File: config.mk
export PLATFORM = sky130hd
export DESIGN_NAME = serv_rf_ram_arb_flat
export DESIGN_NICKNAME = d
export VERILOG_FILES = /design/src/rtl/serv_rf_ram_arb_if.sv /design/src/rtl/serv_rf_ram_arb.sv /design/src/flat_wrapper.sv
export SDC_FILE = /design/constraint.sdc
export NUM_CORES = 1
export LEC_CHECK = 0
export BUFFER_PORTS_ARGS = -buffer_cell sky130_fd_sc_hd__buf_2
export CAP_MARGIN = 20
export CORE_ASPECT_RATIO = 0.75
export CORE_MARGIN = 5
export CORE_UTILIZATION = 40
export CTS_BUF_LIST = sky130_fd_sc_hd__clkbuf_4 sky130_fd_sc_hd__clkbuf_8
export DETAILED_ROUTE_END_ITERATION = 7
export GPL_TIMING_DRIVEN = 0
export PLACE_DENSITY = 0.77
export SYNTH_ARGS = -nofsm -noshare
export SYNTH_HDL_FRONTEND = slang
export SYNTH_SLANG_ARGS = --single-unit
File: constraint.sdc
create_clock -name i_clk -period 2.03 [get_ports i_clk]
set_input_delay 0.1015 -clock i_clk [delete_from_list [all_inputs] [get_ports i_clk]]
set_output_delay 0.1015 -clock i_clk [all_outputs]
set_load 0.05 [all_outputs]
File: src/rtl/serv_rf_ram_arb_if.sv
// rtl/serv_rf_ram_arb_if.sv - core, debug and RF RAM signal bundle for serv_rf_ram_arb
interface serv_rf_ram_arb_if #(
  parameter int width = 8,
  parameter int AW    = 8
);
  // Core side (serv_rf_ram_if)
  logic             i_core_rreq;
  logic             i_core_wreq;
  logic             o_core_rreq;
  logic             o_core_wreq;
  logic [AW-1:0]    i_core_waddr;
  logic [width-1:0] i_core_wdata;
  logic             i_core_wen;
  logic [AW-1:0]    i_core_raddr;
  logic             i_core_ren;
  logic [width-1:0] o_core_rdata;
  // Debug / loader port
  logic             i_dbg_req;
  logic             i_dbg_we;
  logic [AW-1:0]    i_dbg_addr;
  logic [width-1:0] i_dbg_wdata;
  logic             o_dbg_ack;
  logic [width-1:0] o_dbg_rdata;
  // RF RAM port pair
  logic [AW-1:0]    o_waddr;
  logic [width-1:0] o_wdata;
  logic             o_wen;
  logic [AW-1:0]    o_raddr;
  logic             o_ren;
  logic [width-1:0] i_rdata;
  // Sticky protocol error
  logic             o_err;

  // Arbiter view
  modport slave (
    input  i_core_rreq, i_core_wreq, i_core_waddr, i_core_wdata, i_core_wen,
           i_core_raddr, i_core_ren, i_dbg_req, i_dbg_we, i_dbg_addr, i_dbg_wdata,
           i_rdata,
    output o_core_rreq, o_core_wreq, o_core_rdata, o_dbg_ack, o_dbg_rdata,
           o_waddr, o_wdata, o_wen, o_raddr, o_ren, o_err
  );

  // Environment view (core, debugger and RAM together)
  modport master (
    output i_core_rreq, i_core_wreq, i_core_waddr, i_core_wdata, i_core_wen,
           i_core_raddr, i_core_ren, i_dbg_req, i_dbg_we, i_dbg_addr, i_dbg_wdata,
           i_rdata,
    input  o_core_rreq, o_core_wreq, o_core_rdata, o_dbg_ack, o_dbg_rdata,
           o_waddr, o_wdata, o_wen, o_raddr, o_ren, o_err
  );
endinterface

File: src/rtl/serv_rf_ram_arb.sv
// rtl/serv_rf_ram_arb.sv - shares the SERV RF RAM port pair between the core and a debug port
module serv_rf_ram_arb #(
  parameter int width = 8,
  parameter int AW    = 8,
  parameter int QUIET = 4
) (
  input logic              i_clk,
  input logic              i_rst_n,
  serv_rf_ram_arb_if.slave bus
);

  typedef enum logic [2:0] {
    S_IDLE,
    S_CORE,
    S_DBG_RD,
    S_DBG_RCAP,
    S_DBG_WR
  } state_t;

  localparam logic [3:0] QUIET_CNT = 4'(QUIET);

  state_t           state_q, state_d;
  logic             rpend_q, rpend_d;
  logic             wpend_q, wpend_d;
  logic             last_dbg_q, last_dbg_d;
  logic             err_q, err_d;
  logic [3:0]       quiet_q, quiet_d;
  logic [width-1:0] dbg_rdata_q, dbg_rdata_d;

  logic             core_en;
  logic             core_rreq_all;
  logic             core_wreq_all;
  logic             core_pend;
  logic             fwd;
  logic             pass;

  logic             core_rreq;
  logic             core_wreq;
  logic             dbg_ack;
  logic [width-1:0] dbg_rdata;
  logic [AW-1:0]    waddr;
  logic [width-1:0] wdata;
  logic             wen;
  logic [AW-1:0]    raddr;
  logic             ren;

  assign core_en       = bus.i_core_ren | bus.i_core_wen;
  assign core_rreq_all = rpend_q | bus.i_core_rreq;
  assign core_wreq_all = wpend_q | bus.i_core_wreq;
  assign core_pend     = core_rreq_all | core_wreq_all;

  // Arbitration, next-state and RAM port steering
  always_comb begin
    state_d     = state_q;
    rpend_d     = core_rreq_all;
    wpend_d     = core_wreq_all;
    last_dbg_d  = last_dbg_q;
    quiet_d     = quiet_q;
    err_d       = err_q;
    dbg_rdata_d = dbg_rdata_q;
    fwd         = 1'b0;
    pass        = 1'b0;
    dbg_ack     = 1'b0;
    dbg_rdata   = dbg_rdata_q;
    waddr       = '0;
    wdata       = '0;
    wen         = 1'b0;
    raddr       = '0;
    ren         = 1'b0;

    case (state_q)
      S_IDLE: begin
        // Live core enables always win: the core is mid-transaction and cannot wait.
        if (core_en || (core_pend && (!bus.i_dbg_req || last_dbg_q))) begin
          fwd        = 1'b1;
          pass       = 1'b1;
          state_d    = S_CORE;
          last_dbg_d = 1'b0;
          quiet_d    = '0;
        end else if (bus.i_dbg_req) begin
          state_d    = bus.i_dbg_we ? S_DBG_WR : S_DBG_RD;
          last_dbg_d = 1'b1;
        end
      end
      S_CORE: begin
        fwd  = 1'b1;
        pass = 1'b1;
        if (core_en || core_pend) begin
          quiet_d = '0;
        end else begin
          quiet_d = quiet_q + 4'd1;
          if (quiet_d == QUIET_CNT) begin
            state_d = S_IDLE;
          end
        end
      end
      S_DBG_RD: begin
        ren     = 1'b1;
        raddr   = bus.i_dbg_addr;
        state_d = S_DBG_RCAP;
        if (core_en) err_d = 1'b1;
      end
      S_DBG_RCAP: begin
        dbg_rdata   = bus.i_rdata;
        dbg_rdata_d = bus.i_rdata;
        dbg_ack     = 1'b1;
        state_d     = S_IDLE;
        if (core_en) err_d = 1'b1;
      end
      S_DBG_WR: begin
        wen     = 1'b1;
        waddr   = bus.i_dbg_addr;
        wdata   = bus.i_dbg_wdata;
        dbg_ack = 1'b1;
        state_d = S_IDLE;
        if (core_en) err_d = 1'b1;
      end
      default: begin
        state_d = S_IDLE;
      end
    endcase

    // Forwarded pulses consume the pending flags in the same cycle.
    if (fwd) begin
      rpend_d = 1'b0;
      wpend_d = 1'b0;
    end

    if (pass) begin
      waddr = bus.i_core_waddr;
      wdata = bus.i_core_wdata;
      wen   = bus.i_core_wen;
      raddr = bus.i_core_raddr;
      ren   = bus.i_core_ren;
    end

    core_rreq = fwd & core_rreq_all;
    core_wreq = fwd & core_wreq_all;

    // Keep every driven output quiet while reset is held, not just after the next edge.
    if (!i_rst_n) begin
      core_rreq = 1'b0;
      core_wreq = 1'b0;
      dbg_ack   = 1'b0;
      dbg_rdata = '0;
      waddr     = '0;
      wdata     = '0;
      wen       = 1'b0;
      raddr     = '0;
      ren       = 1'b0;
    end
  end

  // State, pending flags, quiet counter, last grant, debug read data and error flag
  always_ff @(posedge i_clk or negedge i_rst_n) begin
    if (!i_rst_n) begin
      state_q     <= S_IDLE;
      rpend_q     <= 1'b0;
      wpend_q     <= 1'b0;
      last_dbg_q  <= 1'b0;
      err_q       <= 1'b0;
      quiet_q     <= '0;
      dbg_rdata_q <= '0;
    end else begin
      state_q     <= state_d;
      rpend_q     <= rpend_d;
      wpend_q     <= wpend_d;
      last_dbg_q  <= last_dbg_d;
      err_q       <= err_d;
      quiet_q     <= quiet_d;
      dbg_rdata_q <= dbg_rdata_d;
    end
  end

  assign bus.o_core_rreq  = core_rreq;
  assign bus.o_core_wreq  = core_wreq;
  assign bus.o_core_rdata = bus.i_rdata;
  assign bus.o_dbg_ack    = dbg_ack;
  assign bus.o_dbg_rdata  = dbg_rdata;
  assign bus.o_waddr      = waddr;
  assign bus.o_wdata      = wdata;
  assign bus.o_wen        = wen;
  assign bus.o_raddr      = raddr;
  assign bus.o_ren        = ren;
  assign bus.o_err        = err_q;

endmodule

File: src/flat_wrapper.sv
// flat-port wrapper written by rule: the top's interface ports become plain ports
module serv_rf_ram_arb_flat 
#(
  parameter int width = 8,
  parameter int AW    = 8,
  parameter int QUIET = 4
)
  (i_clk, i_rst_n, bus_i_core_rreq, bus_i_core_wreq, bus_i_core_waddr, bus_i_core_wdata, bus_i_core_wen, bus_i_core_raddr, bus_i_core_ren, bus_i_dbg_req, bus_i_dbg_we, bus_i_dbg_addr, bus_i_dbg_wdata, bus_i_rdata, bus_o_core_rreq, bus_o_core_wreq, bus_o_core_rdata, bus_o_dbg_ack, bus_o_dbg_rdata, bus_o_waddr, bus_o_wdata, bus_o_wen, bus_o_raddr, bus_o_ren, bus_o_err);
  serv_rf_ram_arb_if #(.width(width), .AW(AW)) bus_i ();
  input logic i_clk;
  input logic i_rst_n;
  input wire logic [$bits(bus_i.i_core_rreq)-1:0] bus_i_core_rreq;
  input wire logic [$bits(bus_i.i_core_wreq)-1:0] bus_i_core_wreq;
  input wire logic [$bits(bus_i.i_core_waddr)-1:0] bus_i_core_waddr;
  input wire logic [$bits(bus_i.i_core_wdata)-1:0] bus_i_core_wdata;
  input wire logic [$bits(bus_i.i_core_wen)-1:0] bus_i_core_wen;
  input wire logic [$bits(bus_i.i_core_raddr)-1:0] bus_i_core_raddr;
  input wire logic [$bits(bus_i.i_core_ren)-1:0] bus_i_core_ren;
  input wire logic [$bits(bus_i.i_dbg_req)-1:0] bus_i_dbg_req;
  input wire logic [$bits(bus_i.i_dbg_we)-1:0] bus_i_dbg_we;
  input wire logic [$bits(bus_i.i_dbg_addr)-1:0] bus_i_dbg_addr;
  input wire logic [$bits(bus_i.i_dbg_wdata)-1:0] bus_i_dbg_wdata;
  input wire logic [$bits(bus_i.i_rdata)-1:0] bus_i_rdata;
  output wire logic [$bits(bus_i.o_core_rreq)-1:0] bus_o_core_rreq;
  output wire logic [$bits(bus_i.o_core_wreq)-1:0] bus_o_core_wreq;
  output wire logic [$bits(bus_i.o_core_rdata)-1:0] bus_o_core_rdata;
  output wire logic [$bits(bus_i.o_dbg_ack)-1:0] bus_o_dbg_ack;
  output wire logic [$bits(bus_i.o_dbg_rdata)-1:0] bus_o_dbg_rdata;
  output wire logic [$bits(bus_i.o_waddr)-1:0] bus_o_waddr;
  output wire logic [$bits(bus_i.o_wdata)-1:0] bus_o_wdata;
  output wire logic [$bits(bus_i.o_wen)-1:0] bus_o_wen;
  output wire logic [$bits(bus_i.o_raddr)-1:0] bus_o_raddr;
  output wire logic [$bits(bus_i.o_ren)-1:0] bus_o_ren;
  output wire logic [$bits(bus_i.o_err)-1:0] bus_o_err;
  assign bus_i.i_core_rreq = bus_i_core_rreq;
  assign bus_i.i_core_wreq = bus_i_core_wreq;
  assign bus_i.i_core_waddr = bus_i_core_waddr;
  assign bus_i.i_core_wdata = bus_i_core_wdata;
  assign bus_i.i_core_wen = bus_i_core_wen;
  assign bus_i.i_core_raddr = bus_i_core_raddr;
  assign bus_i.i_core_ren = bus_i_core_ren;
  assign bus_i.i_dbg_req = bus_i_dbg_req;
  assign bus_i.i_dbg_we = bus_i_dbg_we;
  assign bus_i.i_dbg_addr = bus_i_dbg_addr;
  assign bus_i.i_dbg_wdata = bus_i_dbg_wdata;
  assign bus_i.i_rdata = bus_i_rdata;
  assign bus_o_core_rreq = bus_i.o_core_rreq;
  assign bus_o_core_wreq = bus_i.o_core_wreq;
  assign bus_o_core_rdata = bus_i.o_core_rdata;
  assign bus_o_dbg_ack = bus_i.o_dbg_ack;
  assign bus_o_dbg_rdata = bus_i.o_dbg_rdata;
  assign bus_o_waddr = bus_i.o_waddr;
  assign bus_o_wdata = bus_i.o_wdata;
  assign bus_o_wen = bus_i.o_wen;
  assign bus_o_raddr = bus_i.o_raddr;
  assign bus_o_ren = bus_i.o_ren;
  assign bus_o_err = bus_i.o_err;
  serv_rf_ram_arb #(.width(width), .AW(AW), .QUIET(QUIET)) u_core (.i_clk(i_clk), .i_rst_n(i_rst_n), .bus(bus_i));
endmodule
== After elaboration in Yosys (flattened, before gate mapping) ==
Cells that the tools add are included.

* Register bits: 19
* Bits in latches: 0
* Bits in writable memories: 0
* Bits in read-only memories: 0
* Input port bits: 56
* Output and inout bits: 46
* Logic and storage cells: 73
* Memories kept: 0

* Add/subtract/negate cells: 1
* Multiply operators: 0
* Divide/modulo/power cells: 0
* Magnitude comparators: 0
* Equal/unequal tests: 9
* Shift-type cells: 0
* Multiplexer cells: 36
* Bitwise operators: 6
* Reductions and logical operators: 14

{| class="wikitable"
|+ Operator list
! cell !! count
|-
| 8-bit 2-to-1 mux || 11
|-
| 1-bit 2-to-1 mux || 15
|-
| 3-bit 2-to-1 mux || 5
|-
| 3-bit case mux with 3 select lines || 1
|-
| 4-bit 2-to-1 mux || 2
|-
| 4-bit case mux with 2 select lines || 1
|-
| 3-bit by 2-bit equality test with 1-bit output (second input constant) || 2
|-
| 2-bit AND reduction || 3
|-
| 4-bit by 1-bit adder with 4-bit output (second input constant) || 1
|-
| 4-bit by 3-bit equality test with 1-bit output (second input constant) || 1
|-
| 2-bit by 1-bit inequality test with 1-bit output (second input constant) || 2
|-
| 1-bit OR || 4
|-
| 2-bit nonzero test || 2
|-
| 3-bit by 1-bit equality test with 1-bit output (second input constant) || 1
|-
| 3-bit equality test (second input constant) || 1
|-
| 3-bit logical NOT || 1
|-
| 1-bit logical OR || 3
|-
| 3-bit by 2-bit inequality test with 1-bit output (second input constant) || 1
|-
| 3-bit AND reduction || 1
|-
| 3-bit OR reduction || 1
|-
| 1-bit AND || 2
|-
| 2-bit inequality test (second input constant) || 1
|-
| 1-bit case mux with 2 select lines || 1
|-
| 2-bit OR reduction || 1
|-
| 2 further kinds || 2
|}

== Depth between registers and ports, before layout ==
Gate-level depths: netlist of run 1.

* Depth after elaboration: 8
* Mapped depth: 7
* Mapped depth without buffers: 5

== Least setup slack after synthesis of run 1 ==
No wires, ideal clock.

* Kind: register to output
* Start: register u_core.state_q[2]
* End: output bus_o_raddr[7]
* Arrival: 2.510 ns
* Required time: 1.929 ns
* Path slack: -0.582 ns
* Stages on the path, launching flop included: 6
* Path buffers: 1
* Path through: dfrtp_1 > buf_6 > or3_4 > a211oi_4 > nor2_1 > o21ai_0

* Word-level cells in the longest chain between the ends: 4
* Elaborated cells between the ends (all ways): 7
* Classes of those cells: eq/ne: 2; mux: 4; reduce/logical: 1

{| class="wikitable"
|+ RTL lines
! element !! RTL line !! text
|-
| start: declaration || serv_rf_ram_arb.sv:22 || <nowiki>state_t state_q, state_d;</nowiki>
|-
| start signal: assignment || serv_rf_ram_arb.sv:165 || <nowiki>state_q <= state_d;</nowiki>
|-
| 3-bit by 1-bit equality test with 1-bit output (tied with other cells) || serv_rf_ram_arb.sv:71 || <nowiki>case (state_q)</nowiki>
|-
| 1-bit case mux with 2 select lines or 8-bit 2-to-1 mux (tied branches) || serv_rf_ram_arb.sv:71 ||
|-
| 8-bit 2-to-1 mux * || serv_rf_ram_arb.sv:129 || <nowiki>if (pass) begin</nowiki>
|-
| 8-bit 2-to-1 mux * || serv_rf_ram_arb.sv:141 || <nowiki>if (!i_rst_n) begin</nowiki>
|-
| end: declaration || flat_wrapper.sv:32 || <nowiki>output wire logic [$bits(bus_i.o_raddr)-1:0] bus_o_raddr;</nowiki>
|}

Every way passes the cells marked *; elsewhere a longest branch is shown, timed or not.

== Worst setup path in the final report of run 1 ==
* Start: register u_core.state_q[1]
* End: output bus_o_raddr[4]

Same word-level chain as after synthesis.

==> impl_metrics.yaml, run 1 <==
place:
  dp_cells: 331
  portBuffers: 101
  post-dp-hpwl_um: 3580
  gp_congestion: 0.841
worst_hold_path:
  min_to: "u_core.state_q[2]"
  hold_depth: 3
  hp-start: "bus_i_dbg_req"
  hp-class: "in2reg"
floorplan:
  ios: 102
  fp.dieArea_sq_um: 5110
  core_sq_um: 3640
  rows: 19
  start_util_pct: 41.4
  die_w_um: 80.9
  die_h_um: 63.1
timing:
  rsz0062_at_grt: "true"
  max-slew-margin-rel_pct: 43.8
  finalCritPeriodShare_pct: 109
  final-hold-violation-count: 0
  tns_ns: -3.57
  layout_setup_ws_ns: -0.177
  final-max-slew-violation-count: 0
  clock_skew_ns: 0.000630
  worst_pin_slew_ns: 0.840
  setup_violations: 36
  period_minus_slack_ns: 2.21
  max_freq_ghz: 0.453
cells_and_area:
  diodes: 0
  nets: 360
  drive_gt1_share_pct: 69.8
  fin_cells: 353
  syn_to_final_growth_pct: 86.5
  n_fill_cell: 224
worst_setup_path:
  crit_path_end_kind: "primary output"
  rr_worst_depth: 6
  worst_path_max_delay_cell: "dfrtp_2"
  startpoint_type: "flop"
  arrival_ns: 2.11
  crit_family: "compound AO/OA/AOI/OAI gates"
  crit_path_max_fanout: 5
  crit_type: "reg2out"
  regToRegEndpoint: "u_core.state_q[0]"
  rrSetupSlack_ns: 0.08
  crit_chain: "or3_4 > a211o_4 > a21oi_4 > buf_4 > a22o_2 > buf_6"
  path_buf_inv: 2
  slowest_delay_ns: 0.45
  required_ns: 1.93
  reg2reg_from: "u_core.last_dbg_q"
outcome:
  outcome: "finished, violations left"
  violations: "setup timing"
pwr:
  total_power_mw: 1.16
  leakagePower_nw: 1.30
  peakVddDrop_v: 0.000420
  powerDensity_nw_per_um2: 411
synth:
  synth_ff_type: "dfrtp_1"
  netlist_top_cells_area: "dfrtp_1 (32%), a21oi_1 (6.6%), nand3_1 (6.0%), mux2_2 (6.0%), o21ai_0 (5.6%)"
  synth_cells: 178
  post-synth-top-count-cell: "a21oi_1"
  synth_largest_area_cell: "dfrtp_1"
  synthArstFlopShare_pct: 100
  synth_edf_count: 0
  yosysWarnings: 0
  synth_commonest_cells: "a21oi_1 (20), dfrtp_1 (19), nand3_1 (18)"
  ys_ff_latch: 19
  synth_cell_type_count: 38
  synth_fp_nets: 236
  seq_area_frac_synth_pct: 31.6
  synth_top_cell_area_share_pct: 31.6
  syn_area_sq_um: 1510
  avgSynthCellArea_sq_um: 8.46
routing:
  dr.pass1.iters: 4
  drtIter0Drc: 139
  drt-wirelength-per-cell_um: 17.4
  drc: 0
  avgViaCountPerCell: 5.37
  dr_total_vias: 1896
  wirelength_um: 6130
  drtAntennaViolNets: 0
clock_tree:
  cts_tree: "yes"
  root_buffer: "clkbuf_8"
  htreeDepth: 1
  clkLatencyLatePin_ns: 0.26
  cts_max_path_buffers: 2
  clock_sinks: 19
  clk_pin_slew_ns: 0.07
  cts_inserted_buffers: 3
global_routing:
  antenna_found_initial: 0
  gr-usage-all-layers_pct: 20.5
  grt_start_max_net_pins: 20
  grt_pass1_wl_um: 8380
  grt_pass1_vias: 1792
  overflow: 0
job:
  maxCapViolCount: 0
sequential cells by signal, summed over array words and instances (netlist names):
register,count
u_core.dbg_rdata_q,8
u_core.state_q,3
u_core.last_dbg_q,1
u_core.quiet_q,4
u_core.wpend_q,1
u_core.bus.o_err,1
u_core.rpend_q,1
repair_timing:
item / 4_1_cts / 5_1_grt
endpoints found under the hold margin: 19 / 0
pin swaps: 16 / 12
endpoints found under the setup margin: 36 / 36
gates resized for setup: 87 / 42
buffers inserted: 9 / 12
hold buffers: 1 / 0
metal layers:
layer | part of all wire (%) | track usage (%)
met1 | 37 | 24.0
met2 | 54 | 37.4
met3 | 6.4 | 3.70
met4 | 2.7 | 5.70
met5 | 0 | 0
cell families (layout without fill, tap and decap cells):
kind of cell / after synthesis / in the layout / share of synthesized area (%)
simple gates: 65 / 65 / 23.4
flops: 19 / 19 / 31.6
fa+ha+maj: 2 / 2 / 1.66
compound gates: 60 / 60 / 27.0
xor+xnor: 2 / 2 / 1.16
mux: 8 / 8 / 5.98
buf+inv: 22 / 145 / 9.22
worst max-delay path by stage:
stage	start	endpoint	slack, ns	depth (start not counted)
final	u_core.state_q[1]	bus_o_raddr[4]	-0.18	6
after global routing	u_core.state_q[2]	bus_o_wdata[1]	-0.23	7
after floorplan	u_core.state_q[2]	bus_o_waddr[7]	-0.25	5
after detailed placement	u_core.wpend_q	bus_o_wen	-0.30	6
after global placement	u_core.wpend_q	bus_o_wen	-0.28	6
after CTS	u_core.state_q[2]	bus_o_raddr[3]	-0.16	7
report_power, final:
part	switching (mW)	total, mW	internal [mW]
sequential	0.00411	0.395	0.391
combinational	0.309	0.495	0.187
clock	0.128	0.265	0.137
worst reg2reg max path, delay by kind of cell, from the launching register on:
kind,cells,cell delay [ns]
buffers and inverters,3,0.49
DFF,1,0.43
and+or+nand+nor,2,0.85
AOI/OAI and AO/OA,1,0.06
layout make-up:
cell class	count	area, sq um	area share [%]
buffer	15	128	4.54
clock buffer	3	41.3	1.47
clock inverter	1	5.00	0.178
inverter	3	11.3	0.401
multi-input combinational	137	1200	42.8
sequential	19	478	17.0
tap	52	65.1	2.32
timing repair buffer	123	878	31.3
placed cells by master, fill, tap and decap left out, types with 2 or more instances in the layout:
cell type	instances
buf_2	74
nor2_1	8
clkbuf_8	3
a22o_2	2
dfrtp_1	17
ha_1	2
buf_6	27
a21oi_4	10
nand2_1	10
xor2_1	2
o21ai_1	6
dfrtp_2	2
o22ai_1	2
nand3_1	11
buf_4	27
nand3_2	7
mux2_2	8
a22o_4	5
nor3_1	4
a21oi_1	5
and2_1	9
a21oi_2	6
nor2_4	2
o21ai_2	10
nand2_2	2
nor2_2	3
buf_8	6
inv_1	3
metrics by stage:
step	util, %	setup slack, ns	cell area [sq um]	hold WS [ns]
floorplan	-	-0.246	1630	-0.194
global route	77.3	-0.232	2810	0.0969
detailed placement	60.5	-0.300	2200	0.107
finish	77.3	-0.177	2810	0.0976
global placement	60.5	-0.277	2200	0.108
CTS	70.5	-0.156	2560	0.0866
Power figures use the tool's default switching activity.
==> run 2, diff against run 1 <==
--- a/config.mk
+++ b/config.mk
@@ -5,6 +5,7 @@
 export SDC_FILE = /design/constraint.sdc
 export NUM_CORES = 1
 export LEC_CHECK = 0
+export ABC_AREA = 1
 export BUFFER_PORTS_ARGS = -buffer_cell sky130_fd_sc_hd__buf_2
 export CAP_MARGIN = 20
 export CORE_ASPECT_RATIO = 0.75
@@ -13,7 +14,8 @@
 export CTS_BUF_LIST = sky130_fd_sc_hd__clkbuf_4 sky130_fd_sc_hd__clkbuf_8
 export DETAILED_ROUTE_END_ITERATION = 7
 export GPL_TIMING_DRIVEN = 0
-export PLACE_DENSITY = 0.77
+export MAX_ROUTING_LAYER = met4
+export PLACE_DENSITY = 0.74
 export SYNTH_ARGS = -nofsm -noshare
 export SYNTH_HDL_FRONTEND = slang
 export SYNTH_SLANG_ARGS = --single-unit
==> run 2 against run 1 <==
Effect of this change:
- the flow now finishes without violations
- critical path depth rose by 2
- core utilization shrank 18 points
- flip-flop and latch count unchanged
- power up 12%
- clock skew up 0.0037 ns
- critical path type unchanged
- largest cell class unchanged
==> impl_metrics.yaml, run 2 <==
place:
  post-dp-hpwl_um: 4220
  portBuffers: 101
  place_area_sq_um: 2340
  gp_congestion: 0.856
cells_and_area:
  n_fill_cell: 416
  register_area_sq_um: 479
  final_common_cell: "nand2_1"
  syn_to_final_growth_pct: 46.8
  nets: 453
  finalInstanceArea_sq_um: 2590
  layout_common_cells: "nand2_1 (76), buf_2 (73), nor2_1 (48), buf_4 (37), inv_1 (31)"
  regMostFlops: "u_core.dbg_rdata_q"
  reg_top3: "u_core.dbg_rdata_q: 8 flops, u_core.quiet_q: 4 flops, u_core.state_q: 3 flops"
  multiInputGateArea_sq_um: 1030
  fin_util_pct: 59.5
  diodes: 0
  drive_gt1_share_pct: 42.1
  largest_register_ffs: 8
synth:
  synth_cell_type_count: 22
  netlist_top_cells_area: "dfrtp_1 (27%), nand2_1 (16%), nor2_1 (11%), a21oi_2 (8.9%), nand3_1 (8.8%)"
  avgSynthCellArea_sq_um: 6.27
  synth_fp_nets: 340
  synth_largest_area_cell: "dfrtp_1"
  synth_commonest_cells: "nand2_1 (77), nor2_1 (52), inv_1 (31), nand3_1 (31), dfrtp_1 (19)"
  post-synth-top-count-cell: "nand2_1"
  synthArstFlopShare_pct: 100
  syn_area_sq_um: 1770
  seq_area_frac_synth_pct: 26.9
  yosysWarnings: 0
  ys_ff_latch: 19
  synth_ff_type: "dfrtp_1"
  synth_edf_count: 0
  synth_cells: 282
  synth_top_cell_area_share_pct: 26.9
timing:
  clock_skew_ns: 0.00432
  max_freq_ghz: 0.505
  fin_hold_ws_ns: 0.0841
  max-slew-margin-rel_pct: 44.0
  worst_pin_slew_ns: 0.837
  finalCritPeriodShare_pct: 97.6
  period_minus_slack_ns: 1.98
  final-hold-violation-count: 0
  setup_violations: 0
  rsz0062_at_grt: "true"
  final-max-slew-violation-count: 0
routing:
  wirelength_um: 5550
  drc: 0
  drtAntennaViolNets: 0
  avgViaCountPerCell: 4.80
  drt-wirelength-per-cell_um: 12.3
  drtIter0Drc: 88
  dr.pass1.iters: 4
  dr_total_vias: 2166
worst_setup_path:
  reg2reg_from: "u_core.state_q[2]"
  crit_path_max_fanout: 8
  required_ns: 1.93
  crit_start: "u_core.state_q[0]"
  arrival_ns: 1.88
  crit_path_end_kind: "primary output"
  crit_type: "reg2out"
  startpoint_type: "flop"
global_routing:
  antenna_found_initial: 0
  grt_pass1_wl_um: 8700
  overflow: 0
  grt_pass1_vias: 2061
  gr-usage-all-layers_pct: 18.8
  grt_start_max_net_pins: 20
clock_tree:
  cts_inserted_buffers: 3
  cts_max_path_buffers: 2
  htreeDepth: 1
  clkLatencyLatePin_ns: 0.26
  clock_sinks: 19
  root_buffer: "clkbuf_8"
  clk_pin_slew_ns: 0.07
  cts_tree: "yes"
pwr:
  peakVddDrop_v: 0.000478
  total_power_mw: 1.30
  powerDensity_nw_per_um2: 499
  leakagePower_nw: 1.46
worst_hold_path:
  hp-class: "in2reg"
  hp-start: "bus_i_rdata[1]"
outcome:
  outcome: "finished clean"
job:
  maxCapViolCount: 0
floorplan:
  core_sq_um: 4360
  die_w_um: 86.8
  ios: 102
  start_util_pct: 40.5
  fp.dieArea_sq_um: 5860
  die_h_um: 67.6
  rows: 21
[run 2: changes by cell type in the layout (fill, tap and decap cells not counted), moves of 12 or more]
cell	change
nand2_1	+66
nand3_1	+18
nor2_1	+40
buf_6	-16
inv_1	+28
a21oi_2	+12
[run 2: cells by family after synthesis]
family / share of synthesized area [%]
fa+ha+maj: 1.42
simple gates: 38.9
buf+inv: 17.5
compound gates: 14.8
flops: 26.9
xor+xnor: 0.495
[run 2: what timing repair did]
item,4_1_cts,5_1_grt
setup buffers,2,4
gates resized for setup,27,27
hold buffers,1,0
hold endpoints to repair,19,0
setup endpoints to repair,31,37
pin swaps,1,1
[run 2: path summary, 6_finish.rpt]
path / end / slack (ns) / depth (start not counted)
min: u_core.dbg_rdata_q[1] / 0.08 / 3
max: bus_o_waddr[4] / 0.05 / 8
max reg2reg: u_core.dbg_rdata_q[3] / 0.58 / 7
min in group asynchronous: u_core.wpend_q / 0.50 / 2
max in group asynchronous: u_core.state_q[0] / 0.96 / 2
min reg2reg: u_core.bus.o_err / 0.49 / 1
[run 2: area by class of cell]
| cell class | count | share of cell area [%] |
|---|---|---|
| flip-flops and latches | 19 | 18.5 |
| inverters | 34 | 4.92 |
| well taps | 57 | 2.75 |
| clock buffers | 4 | 1.88 |
| repair buffers | 108 | 25.2 |
| multi-input cells | 205 | 39.6 |
| plain buffers | 24 | 7.18 |
[run 2: per-layer routing]
layer  wire, um  vias up  part of all wire (%)  track usage [%]
li1           -     1091                     -                -
met3        390        4                   7.0             3.41
met5          0        -                     0                -
met2       2700       72                    49             32.7
met1       2420      999                    44             23.0
met4         32        0                  0.58             3.89
[run 2: stage by stage]
stage | worst slack (ns) | TNS (ns) | cells
after floorplan | 0.0973 | 0 | 282
after global placement | 0.156 | 0 | 440
after detailed placement | 0.165 | 0 | 440
after CTS | 0.00369 | 0 | 447
after global routing | -0.0480 | -0.322 | 451
final | 0.0493 | 0 | 451
[run 2: power by group]
part	total [mW]	internal (mW)	leakage [nW]	switching [mW]
sequential	0.413	0.400	0.248	0.0128
clock	0.275	0.153	0.0262	0.122
combinational	0.607	0.210	1.19	0.397
total	1.30	0.763	1.46	0.532
[run 2: critical path, cell delays in order, from the launching register on]
cell     delay, ns
dfrtp_2       0.45
buf_4         0.17
nor3_4        0.25
buf_4         0.21
nand2_1       0.06
nand3_1       0.07
nand2_1       0.05
nor2_1        0.17
buf_6         0.19
